**config.mk**
```make
export PLATFORM = sky130hd
export DESIGN_NAME = olp_scale_sched
export DESIGN_NICKNAME = d
export VERILOG_FILES = /design/src/rtl/olp_sched_pkg.sv /design/src/rtl/olp_prio_pick.sv /design/src/rtl/olp_scale_sched.sv
export SDC_FILE = /design/constraint.sdc
export NUM_CORES = 1
export LEC_CHECK = 0
export CAP_MARGIN = 0
export CORE_MARGIN = 2
export CORE_UTILIZATION = 50
export DETAILED_ROUTE_END_ITERATION = 16
export PLACE_DENSITY = 0.79
export SLEW_MARGIN = 20
export SYNTH_ARGS = -nofsm -noshare
export SYNTH_HDL_FRONTEND = slang
export SYNTH_SLANG_ARGS = --single-unit
```
**constraint.sdc**
```tcl
create_clock -name iClk -period 3.4 [get_ports iClk]
set_clock_uncertainty 0.15 [all_clocks]
set_input_delay 1.02 -clock iClk [delete_from_list [all_inputs] [get_ports iClk]]
set_output_delay 1.02 -clock iClk [all_outputs]
set_load 0.01 [all_outputs]
```
**src/rtl/olp_sched_pkg.sv**
```systemverilog
// Shared types and constants for the scale scheduler: FSM states, scale indices,
// size codes and one-hot mux selects (bit order 0=23x23, 1=19x19, 2=17x17).
package olp_sched_pkg;

    typedef enum logic [1:0] {
        ST_IDLE   = 2'd0,
        ST_SELECT = 2'd1,
        ST_BURST  = 2'd2,
        ST_DONE   = 2'd3
    } state_t;

    localparam logic [1:0] SC_23 = 2'd0;
    localparam logic [1:0] SC_19 = 2'd1;
    localparam logic [1:0] SC_17 = 2'd2;

    localparam logic [1:0] SZ_23 = 2'd0;
    localparam logic [1:0] SZ_19 = 2'd1;
    localparam logic [1:0] SZ_17 = 2'd2;

    localparam logic [2:0] SEL_23 = 3'b001;
    localparam logic [2:0] SEL_19 = 3'b010;
    localparam logic [2:0] SEL_17 = 3'b100;

    function automatic logic [2:0] sc_onehot(input logic [1:0] idx);
        case (idx)
            SC_23:   return SEL_23;
            SC_19:   return SEL_19;
            SC_17:   return SEL_17;
            default: return 3'b000;
        endcase
    endfunction

    function automatic logic [1:0] sc_size(input logic [1:0] idx);
        case (idx)
            SC_23:   return SZ_23;
            SC_19:   return SZ_19;
            SC_17:   return SZ_17;
            default: return SZ_23;
        endcase
    endfunction

endpackage

```
**src/rtl/olp_prio_pick.sv**
```systemverilog
// Combinational 3-way scale picker: aged non-empty FIFOs first, else lowest non-empty index.
// Zero latency; no backpressure (pure function of its inputs).
module olp_prio_pick
    import olp_sched_pkg::*;
(
    input  logic [2:0] i_empty,
    input  logic [2:0] i_aged,
    output logic [1:0] o_idx,
    output logic       o_vld
);

    logic [2:0] w_req;
    logic [2:0] w_aged_req;
    logic [2:0] w_cand;

    assign w_req      = ~i_empty;
    assign w_aged_req = w_req & i_aged;
    assign w_cand     = (|w_aged_req) ? w_aged_req : w_req;

    always_comb begin
        o_idx = SC_23;
        o_vld = 1'b0;
        if (w_cand[0]) begin
            o_idx = SC_23;
            o_vld = 1'b1;
        end else if (w_cand[1]) begin
            o_idx = SC_19;
            o_vld = 1'b1;
        end else if (w_cand[2]) begin
            o_idx = SC_17;
            o_vld = 1'b1;
        end
    end

endmodule

```
**src/rtl/olp_scale_sched.sv**
```systemverilog
// Shares one classifier between three window-scale FIFOs: burst reads, credit limit, frame finish.
// oRd is combinational from state; oRun_Implement lags it by 1 cycle; stalls on !iEngine_ready or no credit. Aging: OLP_SCHED_AGING_EN.
module olp_scale_sched
    import olp_sched_pkg::*;
#(
    parameter int BURST_LEN       = 8,
    parameter int MAX_OUTSTANDING = 4,
`ifdef OLP_SCHED_AGING_EN
    parameter int AGE_LIMIT       = 64,
`endif
    parameter int CNT_W           = 16
) (
    input  logic             iClk,
    input  logic             iReset,
    input  logic             iStart,
    input  logic [2:0]       iEmpty,
    input  logic [2:0]       iEnd,
    input  logic             iEngine_ready,
    input  logic             iResult_valid,
    output logic [2:0]       oRd,
    output logic [2:0]       oSel_Mux,
    output logic [1:0]       oSize,
    output logic             oRun_Implement,
    output logic             oBusy,
    output logic             oFinish,
    output logic [CNT_W-1:0] oWin_count
);

    localparam int BC_W = $clog2(BURST_LEN + 1);
    localparam int OS_W = $clog2(MAX_OUTSTANDING + 1);
    localparam logic [BC_W-1:0] BC_MAX  = BC_W'(BURST_LEN);
    localparam logic [BC_W-1:0] BC_LAST = BC_W'(BURST_LEN - 1);
    localparam logic [OS_W-1:0] OS_MAX  = OS_W'(MAX_OUTSTANDING);

    state_t            r_state;
    state_t            w_state_nxt;
    logic [1:0]        r_grant;
    logic [2:0]        r_sel;
    logic [1:0]        r_size;
    logic [BC_W-1:0]   r_burst_cnt;
    logic [OS_W-1:0]   r_outstanding;
    logic [CNT_W-1:0]  r_win_count;
    logic [2:0]        r_end_seen;
    logic              r_run;

    logic [1:0]        w_pick_idx;
    logic              w_pick_vld;
    logic [2:0]        w_aged;
    logic              w_take;
    logic              w_rd_en;
    logic              w_ret;

    olp_prio_pick u_pick (
        .i_empty (iEmpty),
        .i_aged  (w_aged),
        .o_idx   (w_pick_idx),
        .o_vld   (w_pick_vld)
    );

    // A read needs data, a ready engine, a free credit and burst budget left.
    assign w_rd_en = (r_state == ST_BURST) && !iEmpty[r_grant] && iEngine_ready
                  && (r_outstanding < OS_MAX) && (r_burst_cnt < BC_MAX);
    assign w_ret   = iResult_valid && (r_outstanding != '0);

    always_comb begin
        w_state_nxt = r_state;
        w_take      = 1'b0;
        case (r_state)
            ST_IDLE: begin
                if (iStart) begin
                    w_state_nxt = ST_SELECT;
                end
            end
            ST_SELECT: begin
                if (w_pick_vld) begin
                    w_take      = 1'b1;
                    w_state_nxt = ST_BURST;
                end else if ((r_end_seen == 3'b111) && (r_outstanding == '0)) begin
                    w_state_nxt = ST_DONE;
                end
            end
            ST_BURST: begin
                if ((w_rd_en && (r_burst_cnt == BC_LAST)) || (iEmpty[r_grant] && !w_rd_en)) begin
                    w_state_nxt = ST_SELECT;
                end
            end
            ST_DONE: begin
                w_state_nxt = ST_IDLE;
            end
            default: begin
                w_state_nxt = ST_IDLE;
            end
        endcase
    end

    always_ff @(posedge iClk) begin
        if (iReset) begin
            r_state       <= ST_IDLE;
            r_grant       <= SC_23;
            r_sel         <= 3'b000;
            r_size        <= 2'd0;
            r_burst_cnt   <= '0;
            r_outstanding <= '0;
            r_win_count   <= '0;
            r_end_seen    <= 3'b000;
            r_run         <= 1'b0;
        end else begin
            r_state <= w_state_nxt;
            r_run   <= w_rd_en;

            if (r_state == ST_IDLE) begin
                // An end pulse arriving with the start pulse belongs to the new frame.
                if (iStart) begin
                    r_end_seen    <= iEnd;
                    r_outstanding <= '0;
                    r_win_count   <= '0;
                end
            end else begin
                r_end_seen <= r_end_seen | iEnd;
                case ({w_rd_en, w_ret})
                    2'b10:   r_outstanding <= r_outstanding + 1'b1;
                    2'b01:   r_outstanding <= r_outstanding - 1'b1;
                    default: r_outstanding <= r_outstanding;
                endcase
                if (w_rd_en && (r_win_count != '1)) begin
                    r_win_count <= r_win_count + 1'b1;
                end
            end

            // Select and size persist past the burst so in-flight data stays steered.
            if (w_take) begin
                r_grant     <= w_pick_idx;
                r_sel       <= sc_onehot(w_pick_idx);
                r_size      <= sc_size(w_pick_idx);
                r_burst_cnt <= '0;
            end else if (w_rd_en) begin
                r_burst_cnt <= r_burst_cnt + 1'b1;
            end
        end
    end

`ifdef OLP_SCHED_AGING_EN
    localparam int AGE_W = $clog2(AGE_LIMIT + 1);
    localparam logic [AGE_W-1:0] AGE_MAX = AGE_W'(AGE_LIMIT);

    logic [AGE_W-1:0] r_age [3];

    always_ff @(posedge iClk) begin
        if (iReset) begin
            for (int i = 0; i < 3; i++) begin
                r_age[i] <= '0;
            end
        end else if (r_state != ST_IDLE) begin
            for (int i = 0; i < 3; i++) begin
                if ((w_take && (w_pick_idx == 2'(i))) || ((r_state == ST_BURST) && (r_grant == 2'(i)))) begin
                    r_age[i] <= '0;
                end else if (!iEmpty[i] && (r_age[i] != AGE_MAX)) begin
                    r_age[i] <= r_age[i] + 1'b1;
                end
            end
        end
    end

    always_comb begin
        w_aged = 3'b000;
        for (int i = 0; i < 3; i++) begin
            w_aged[i] = (r_age[i] == AGE_MAX);
        end
    end
`else
    assign w_aged = 3'b000;
`endif

    assign oRd            = w_rd_en ? sc_onehot(r_grant) : 3'b000;
    assign oSel_Mux       = r_sel;
    assign oSize          = r_size;
    assign oRun_Implement = r_run;
    assign oBusy          = (r_state != ST_IDLE);
    assign oFinish        = (r_state == ST_DONE);
    assign oWin_count     = r_win_count;

endmodule
```
# Word level (Yosys, flattened, before mapping)
# Cells that the tools add are included.
# totals
register_bits,36
in_bits,11
wordCells,84
# op_classes
addsub,4
magnitude_cmp,3
n_eq_ne,15
n_mux,27
n_bitwise,2
reduce_logical,24
# op_table
op,n
16-bit 2-to-1 mux,3
3-bit one-hot mux with 3 select lines,2
16-bit by 1-bit adder with 16-bit output (second input constant),1
16-bit inequality test (second input constant),1
3-bit 2-to-1 mux,5
2-bit 2-to-1 mux,7
2-bit equality test (second input constant),5
1-bit logical AND,9
2-bit by 1-bit equality test with 1-bit output (second input constant),4
2-bit one-hot mux with 4 select lines,1
2-bit zero test,3
1-bit 2-to-1 mux,6
3-bit one-hot mux with 2 select lines,1
3-bit nonzero test,2
4-bit by 1-bit adder with 4-bit output (second input constant),1
4-bit by 3-bit equality test with 1-bit output (second input constant),1
4-bit less-than comparator (second input constant),1
2-bit one-hot mux with 2 select lines,1
2-bit AND reduction,2
2-bit nonzero test,2
3-bit by 1-bit adder with 3-bit output (second input constant),1
3-bit equality test (second input constant),1
3-bit zero test,1
2-bit by 3-bit less-than comparator with 1-bit output (second input constant),1
12 further kinds,13

# Logic depth before layout (Yosys ltp)
# Gate-level depths: netlist of the first run.
# depth
ltp_word,12
depth_mapped,12
depth_no_buf,10

# Modules after synthesis
# Synthesis of the first run repeated with hierarchy kept, for this count alone.
# unflattened
hier_cells,227
area_unflattened_um2,1876.8
# modules_own_cells
module,instances,cells_each,area_each_um2
olp_scale_sched,1,217,1825.5
olp_prio_pick,1,10,51.3

# Worst setup path before layout of the first run
# OpenSTA, ideal clock, no wires.
# synth_timing
kind,in2out
start,input port iEmpty[1]
end,output port oRd[2]
arrival_ns,1.871
t_required_ns,2.230
slack_ns,0.359
cell_stages,3
n_path_buf,0
path_cell_list,mux2i_1 o2111ai_4 nor3b_1
# synth_between
elab_chain_len,8
# synth_rtl
item,line_no,source
"start, declared",olp_scale_sched.sv:16,"input logic [2:0] iEmpty,"
1-bit binary-select mux with 2-bit select,olp_scale_sched.sv:61,assign w_rd_en = (r_state == ST_BURST) && !iEmpty[r_grant] && iEngine_ready
1-bit 2-to-1 mux (not written as such),olp_scale_sched.sv:61,
1-bit zero test,olp_scale_sched.sv:61,
1-bit logical AND (2 in a row),olp_scale_sched.sv:61,
1-bit logical AND (2 in a row),olp_scale_sched.sv:62,&& (r_outstanding < OS_MAX) && (r_burst_cnt < BC_MAX);
3-bit 2-to-1 mux,olp_scale_sched.sv:174,assign oRd = w_rd_en ? sc_onehot(r_grant) : 3'b000;
"end, declared",olp_scale_sched.sv:20,"output logic [2:0] oRd,"
# No other way between the ends. The select of a mux whose other input is x is not followed.

# Worst setup path after layout of the first run
# Ends and elaborated chain as after synthesis.

==> impl_results.md, run 1 <==
- Critical Path Sink Type: output pin
- Peak supply drop: around 330 µV
- Initial DRC count: 75
- Final TNS setup: 0 ns
- Clock Pin Slew Worst Setup and Hold Paths: ~0.10 ns
- Cell Pwr Density: 348.2 nW/µm²
- Max Cap Viol: 0
- Number of synthesized flops with an enable pin: 0
- Number of global-route vias before repair: around 1,500
- Worst-path maximum fanout: 4
- Die Width: roughly 62 µm
- Yosys cell types: 43
- Clock Sink Count: 33
- CTS Root Cell: clkbuf_4
- Htree depth: 2
- Min cycle time layout: 3.269 ns
- Fraction of registers with async set/reset: 0%
- TritonCTS clock tree: done
- Core footprint: 3284 µm²
- Tot GR Track Use: 21.46%
- Yosys top cell by area: dfxtp_1
- #FFs+latches synth: 33
- Actual transition at the worst max-transition pin: 0.6182 ns
- Clock latency at the later pin of the worst-skew pair: 0.33 ns
- Crit Path Class: input pin to output pin
- Fin crit share: 96.14%
- Layout area overhead: 33.70%
- Static Leak: 0.0008720 µW
- Status: finished clean
- DR DRC count: 0
- Final Setup Violations: 0
- Worst r2r path cells: 12
- Vias per Instance: 5.458
- Syn avg cell area: 8.526 µm²
- TritonRoute pass-1 iters: 4
- Max-slew violations: 0
- Clk buf depth: 2
- Synth Flop Type: dfxtp_1
- Syn Nets: 213
- Vias: approximately 1,600
- Synth Warn #: 0
- Nets: 262
- N_diodes: 0
- Hold buffers post-CTS: 0
- # rows: 21
- Pin count of the biggest net entering global routing: 21
- Worst Hold Class: register to register
- Min Hold Slack: 0.3417 ns
- Worst Setup Start Kind: input pin
- Antenna viol nets, final: 0
- Grt total ovfl: 0
- First-pass GRT wire length: roughly 6700 µm
- GPL Wtd Cong: 0.7443
- R2r setup slk: 0.90 ns
- CTS Buf Count: 5
- Area contributors post-synth: dfxtp_1 39%, nor2_1 7.3%, xor2_1 7.2%, nand2_1 3.8%, o2111ai_1 2.6%
- Synth Instances: 199
- Routed wire length: between 3000 and 4000 µm
- CP required: 2.23 ns
- I/O Buffers: 37
- Relative slew slack: 58.79%
- # IOs: 38
- Worst setup path start: iEmpty[1]
- Worst R2R Start: r_grant[1]
- DP HPWL: 2660 µm
- Arrival @ worst endpoint: 2.10 ns
- Wire per inst: 13.47 µm
- R2R Path End: r_outstanding[2]
- Die height: 62.25 µm
- RSZ-0062 raised after global routing: false
- Top cells by count, synth: 33 x dfxtp_1, 33 x nor2_1, 17 x nand2_1
- Synthesized cell area: 1697 µm²
- Crit path capture: oRd[2]
- Register area share after synthesis: 38.94%
- Layout cells sized above 1: a little under an eighth
- F_max: 305.9 MHz
- Antenna violations before repair: 0
- Yosys top cell area share: around 39%
- Final hold viol count: 0
- Starting density of the core: about 52%
- Die area: 3875 µm²
[placed cells by master (no fill, tap or decap), drive strengths merged, types with 6 or more instances in the layout]
cell           netlist  final
and3                 6      6
dfxtp               33     33
o2111ai              6      6
nand2               17     17
buf                  6     16
xor2                14     14
clkdlybuf4s50        0     30
clkbuf               2      7
nor3                 6      6
nor2                33     33
a21oi                8      8
nand3                7      7
[flip-flops by register name, summed over array words and instances, names as in the netlist]
signal and flops:
oWin_count 16, r_burst_cnt 4, r_end_seen 3, r_outstanding 3
oSel_Mux 2, r_grant 2, r_state 2, oRun_Implement 1
[timing repair]
| item | CTS | global route |
|---|---|---|
| pin swaps | 2 | 2 |
| setup buffers | 1 | 2 |
| setup endpoints to repair | 3 | 3 |
| hold endpoints to repair | 0 | 0 |
| gates resized for setup | 18 | 2 |
[worst max-delay path, stage by stage]
cell and delay (ns):
dlygate4sd2_1 0.24, mux2i_1 0.14, buf_4 0.15, o2111ai_4 0.17, nor3b_2 0.23, buf_2 0.16
[worst min-delay path by stage]
stage / start / endpoint / slack (ns) / cells past startpoint
6_report: r_burst_cnt[1] / r_burst_cnt[1] / 0.34 / 2
3_3_place_gp: oSel_Mux[0] / oSel_Mux[0] / 0.32 / 2
2_1_floorplan: r_burst_cnt[1] / r_burst_cnt[1] / 0.30 / 2
4_1_cts: r_burst_cnt[1] / r_burst_cnt[1] / 0.34 / 2
3_5_place_dp: r_burst_cnt[1] / r_burst_cnt[1] / 0.33 / 2
5_1_grt: r_burst_cnt[1] / r_burst_cnt[1] / 0.38 / 2
[metrics by stage]
step           std cells  total power (µW)  util (%)  cell area, µm²  setup WS [ns]
2_1_floorplan        199             450.9         -            1697         0.3592
3_3_place_gp         284             489.3     65.52            2152        -0.4101
3_5_place_dp         284             490.1     65.52            2152        -0.4553
4_1_cts              293             794.4     68.46            2248       0.006921
5_1_grt              295             822.3     69.07            2268        0.07192
6_report             295             790.0     69.07            2268         0.1313
[logic make-up after synthesis]
family                     Yosys count  share of synthesized area (%)
muxes                                2                          1.254
adders and majority gates            3                          2.213
xor gates and xnor gates            18                          9.292
buffers and inverters               11                          3.466
DFF                                 33                          38.94
and+or+nand+nor                     97                          29.20
AOI/OAI and AO/OA                   35                          15.63
[routing by layer]
layer	track usage, %	vias to the layer above	wire length [µm]
met5	0	-	0
met4	8.056	0	62
met3	3.986	9	176
met2	37.09	43	1882
met1	26.60	741	1854
li1	-	817	-
[where the power goes]
part | total [µW] | leakage, µW | internal (µW) | switching, µW
sequential | 402 | 0.000267 | 394 | 8.21
clock | 306 | 0.0000455 | 176 | 131
combinational | 81.8 | 0.000559 | 40.3 | 41.4
[cell type report]
cell class / count / area, µm²
Fill cell: 287 / 1016
Clock inverter: 1 / 30.03
Inverter: 3 / 11.26
Sequential cell: 33 / 660.6
Timing Repair Buffer: 50 / 455.4
Tap cell: 46 / 57.56
Multi-Input combinational cell: 155 / 998.5
Clock buffer: 7 / 55.05
No activity file was read; power rests on OpenSTA's default activity.
==> run 2: changes to the inputs <==
Settings changed: CAP_MARGIN 0 to 15, CTS_BUF_LIST from default to sky130_fd_sc_hd__clkbuf_16.
==> impl_results.md, run 2 (synthesis gave the netlist of run 1 again) <==
- Status: finished clean
- Slowest stage delay, CP: 0.24 ns (about the same)
- Antenna violations before repair: 0 (unchanged)
- Clk buf depth: 2 (unchanged)
- Die area: 3875 µm² (unchanged)
- I/O Buffers: 37 (unchanged)
- Min cycle time layout: 3.271 ns (+0.001954 ns)
- Gate power share: 8.3% (-2.1 points)
- # rows: 21 (unchanged)
- Pre-CTS setup slack: -0.4553 ns (unchanged)
- Clock latency at the later pin of the worst-skew pair: 0.27 ns (-0.06 ns)
- Max-slew violations: 0 (unchanged)
- # IOs: 38 (unchanged)
- Grt total ovfl: 0 (unchanged)
- Int Power: 773.8 µW (+27%)
- CTS Root Cell: clkbuf_16
- Actual transition at the worst max-transition pin: 0.6277 ns (+0.009432 ns)
- Final Setup Violations: 0 (unchanged)
- Core footprint: 3284 µm² (unchanged)
- Critical Path Sink Type: output pin
- Worst Hold Class: register to register
- Vias per Instance: 5.573 (+2.1%)
- F_max: 305.7 MHz (about the same)
- Peak supply drop: 389.9 µV (+20%)
- CP required: 2.23 ns (about the same)
- Top cell family by delay on the critical path: buffers and inverters
- N_diodes: 0 (unchanged)
- Final core occ: 70.97% (+1.9 points)
- Worst path cell trace: dlygate4sd2_1 > mux2i_1 > buf_4 > o2111ai_4 > nor3b_2 > buf_2
- Slowest-stage cell, CP: dlygate4sd2_1
- First-pass GRT wire length: 6969 µm (+3.9%)
- Max Cap Viol: 0 (unchanged)
- Cell Pwr Density: 419.1 nW/µm² (+20%)
- RSZ-0062 raised after global routing: false
- TritonRoute pass-1 iters: 4 (unchanged)
- Routed wire length: 4088 µm (+2.8%)
- Count of buffer and inverter cells on the critical path: 3 (unchanged)
- Wire per inst: 13.95 µm (+3.5%)
- Nets: 260 (-0.76%)
- Layout area overhead: 37.39%
- Crit Path Class: input pin to output pin
- Clock share of power: 50.5% (+12 points)
- Layout cells sized above 1: 10.53% (-1.1 points)
- Initial DRC count: 75 (unchanged)
- Pin count of the biggest net entering global routing: 21 (unchanged)
- Final WS setup: 0.1293 ns (-0.001954 ns)
- Clock Sink Count: 33 (unchanged)
- Fraction of power spent switching nets: 20.79% (-2.0 points)
- Fin crit share: 96.20% (about the same)
- Die Width: 62.25 µm (unchanged)
- Starting density of the core: 51.66% (unchanged)
- Antenna viol nets, final: 0 (unchanged)
- TritonCTS clock tree: done
- DP HPWL: 2660 µm (unchanged)
- Most frequent cells in the layout: 33 x nor2_1, 33 x dfxtp_1, 30 x clkdlybuf4s50_1, 17 x nand2_1, 14 x xor2_1
- GPL Wtd Cong: 0.7443 (unchanged)
- Arrival @ worst endpoint: 2.10 ns (about the same)
- Worst Setup Start Kind: input pin
- Sw Pwr: 203.1 µW (+13%)
- Relative slew slack: 58.16% (-0.63 points)
- Vias: 1,633 (+1.4%)
- Htree depth: 2 (unchanged)
- Worst-path maximum fanout: 4 (unchanged)
- DR DRC count: 0 (unchanged)
- Die height: 62.25 µm (unchanged)
- Tot GR Track Use: 22.34% (+0.89 points)
- Hold buffers post-CTS: 0 (unchanged)
- CTS Buf Count: 5 (unchanged)
- Number of global-route vias before repair: 1,529 (+2.4%)
- Max reg flops: 16 (unchanged)
- Final hold viol count: 0 (unchanged)
- Sequential share of power: 41.3% (-9.6 points)
- Static Leak: 0.0009001 µW (+3.2%)
- Clock Pin Slew Worst Setup and Hold Paths: 0.05 ns (-0.05 ns)
run 2: cell types whose count changed in the layout (fill, tap and decap cells not counted):
cell and change:
clkbuf_8 -1, clkinv_1 +1, clkbuf_16 +5, inv_1 +1
clkbuf_1 -1, clkbuf_4 -5, buf_4 -2
run 2: layout make-up:
| cell class | count | area [µm²] |
|---|---|---|
| sequential | 33 | 660.6 |
| fill | 268 | 953.4 |
| clock inverter | 3 | 37.54 |
| multi-input combinational | 155 | 998.5 |
| tap | 46 | 57.56 |
| inverter | 3 | 11.26 |
| timing repair buffer | 48 | 440.4 |
| clock buffer | 5 | 125.1 |
run 2: final timing paths:
check	startpoint	endpoint	slack (ns)	depth (start not counted)
hold / removal	r_burst_cnt[1]	r_burst_cnt[1]	0.33	2
hold reg to reg	r_burst_cnt[1]	r_burst_cnt[1]	0.33	2
setup reg to reg	r_grant[0]	r_outstanding[2]	0.87	12
setup / recovery	iEmpty[1]	oRd[2]	0.13	6
run 2: what timing repair did:
item | in CTS | in global routing
pin swaps | 2 | 2
gates resized for setup | 18 | 2
buffers inserted | 1 | 0
gates cloned | 0 | 0
endpoints found under the setup margin | 3 | 4
run 2: per-stage QoR:
step	hold WS, ns	instances	power (µW)	setup TNS, ns	area (µm²)
6_report	0.3344	293	977.0	0	2331
5_1_grt	0.3742	293	1009	0	2331
4_1_cts	0.3347	293	982.6	0	2326
3_5_place_dp	0.3274	284	490.1	-1.211	2152
3_3_place_gp	0.3166	284	489.3	-1.141	2152
2_1_floorplan	0.3031	199	450.9	0	1697
run 2: power groups by stage:
stage               clock, µW  sequential [µW]  combinational, µW
finish                    493              403               80.8
CTS                       499              403               81.3
global placement            0              410               79.1
floorplan                   0              408               42.8
detailed placement          0              410               79.8
global route              515              404               89.7
run 2: metal layers:
metal | wire length (µm) | share of wire [%] | vias to the layer above | track usage (%)
li1 | - | - | 815 | -
met1 | 1816 | 44 | 753 | 27.51
met2 | 1947 | 48 | 55 | 37.64
met3 | 237 | 5.8 | 10 | 4.348
met4 | 87 | 2.1 | 0 | 10.56
met5 | 0 | 0 | - | 0
run 2: worst min-delay path, stage by stage (launching register included):
cell,delay [ns]
dfxtp_1,0.32
nand2_1,0.06
a21oi_1,0.05
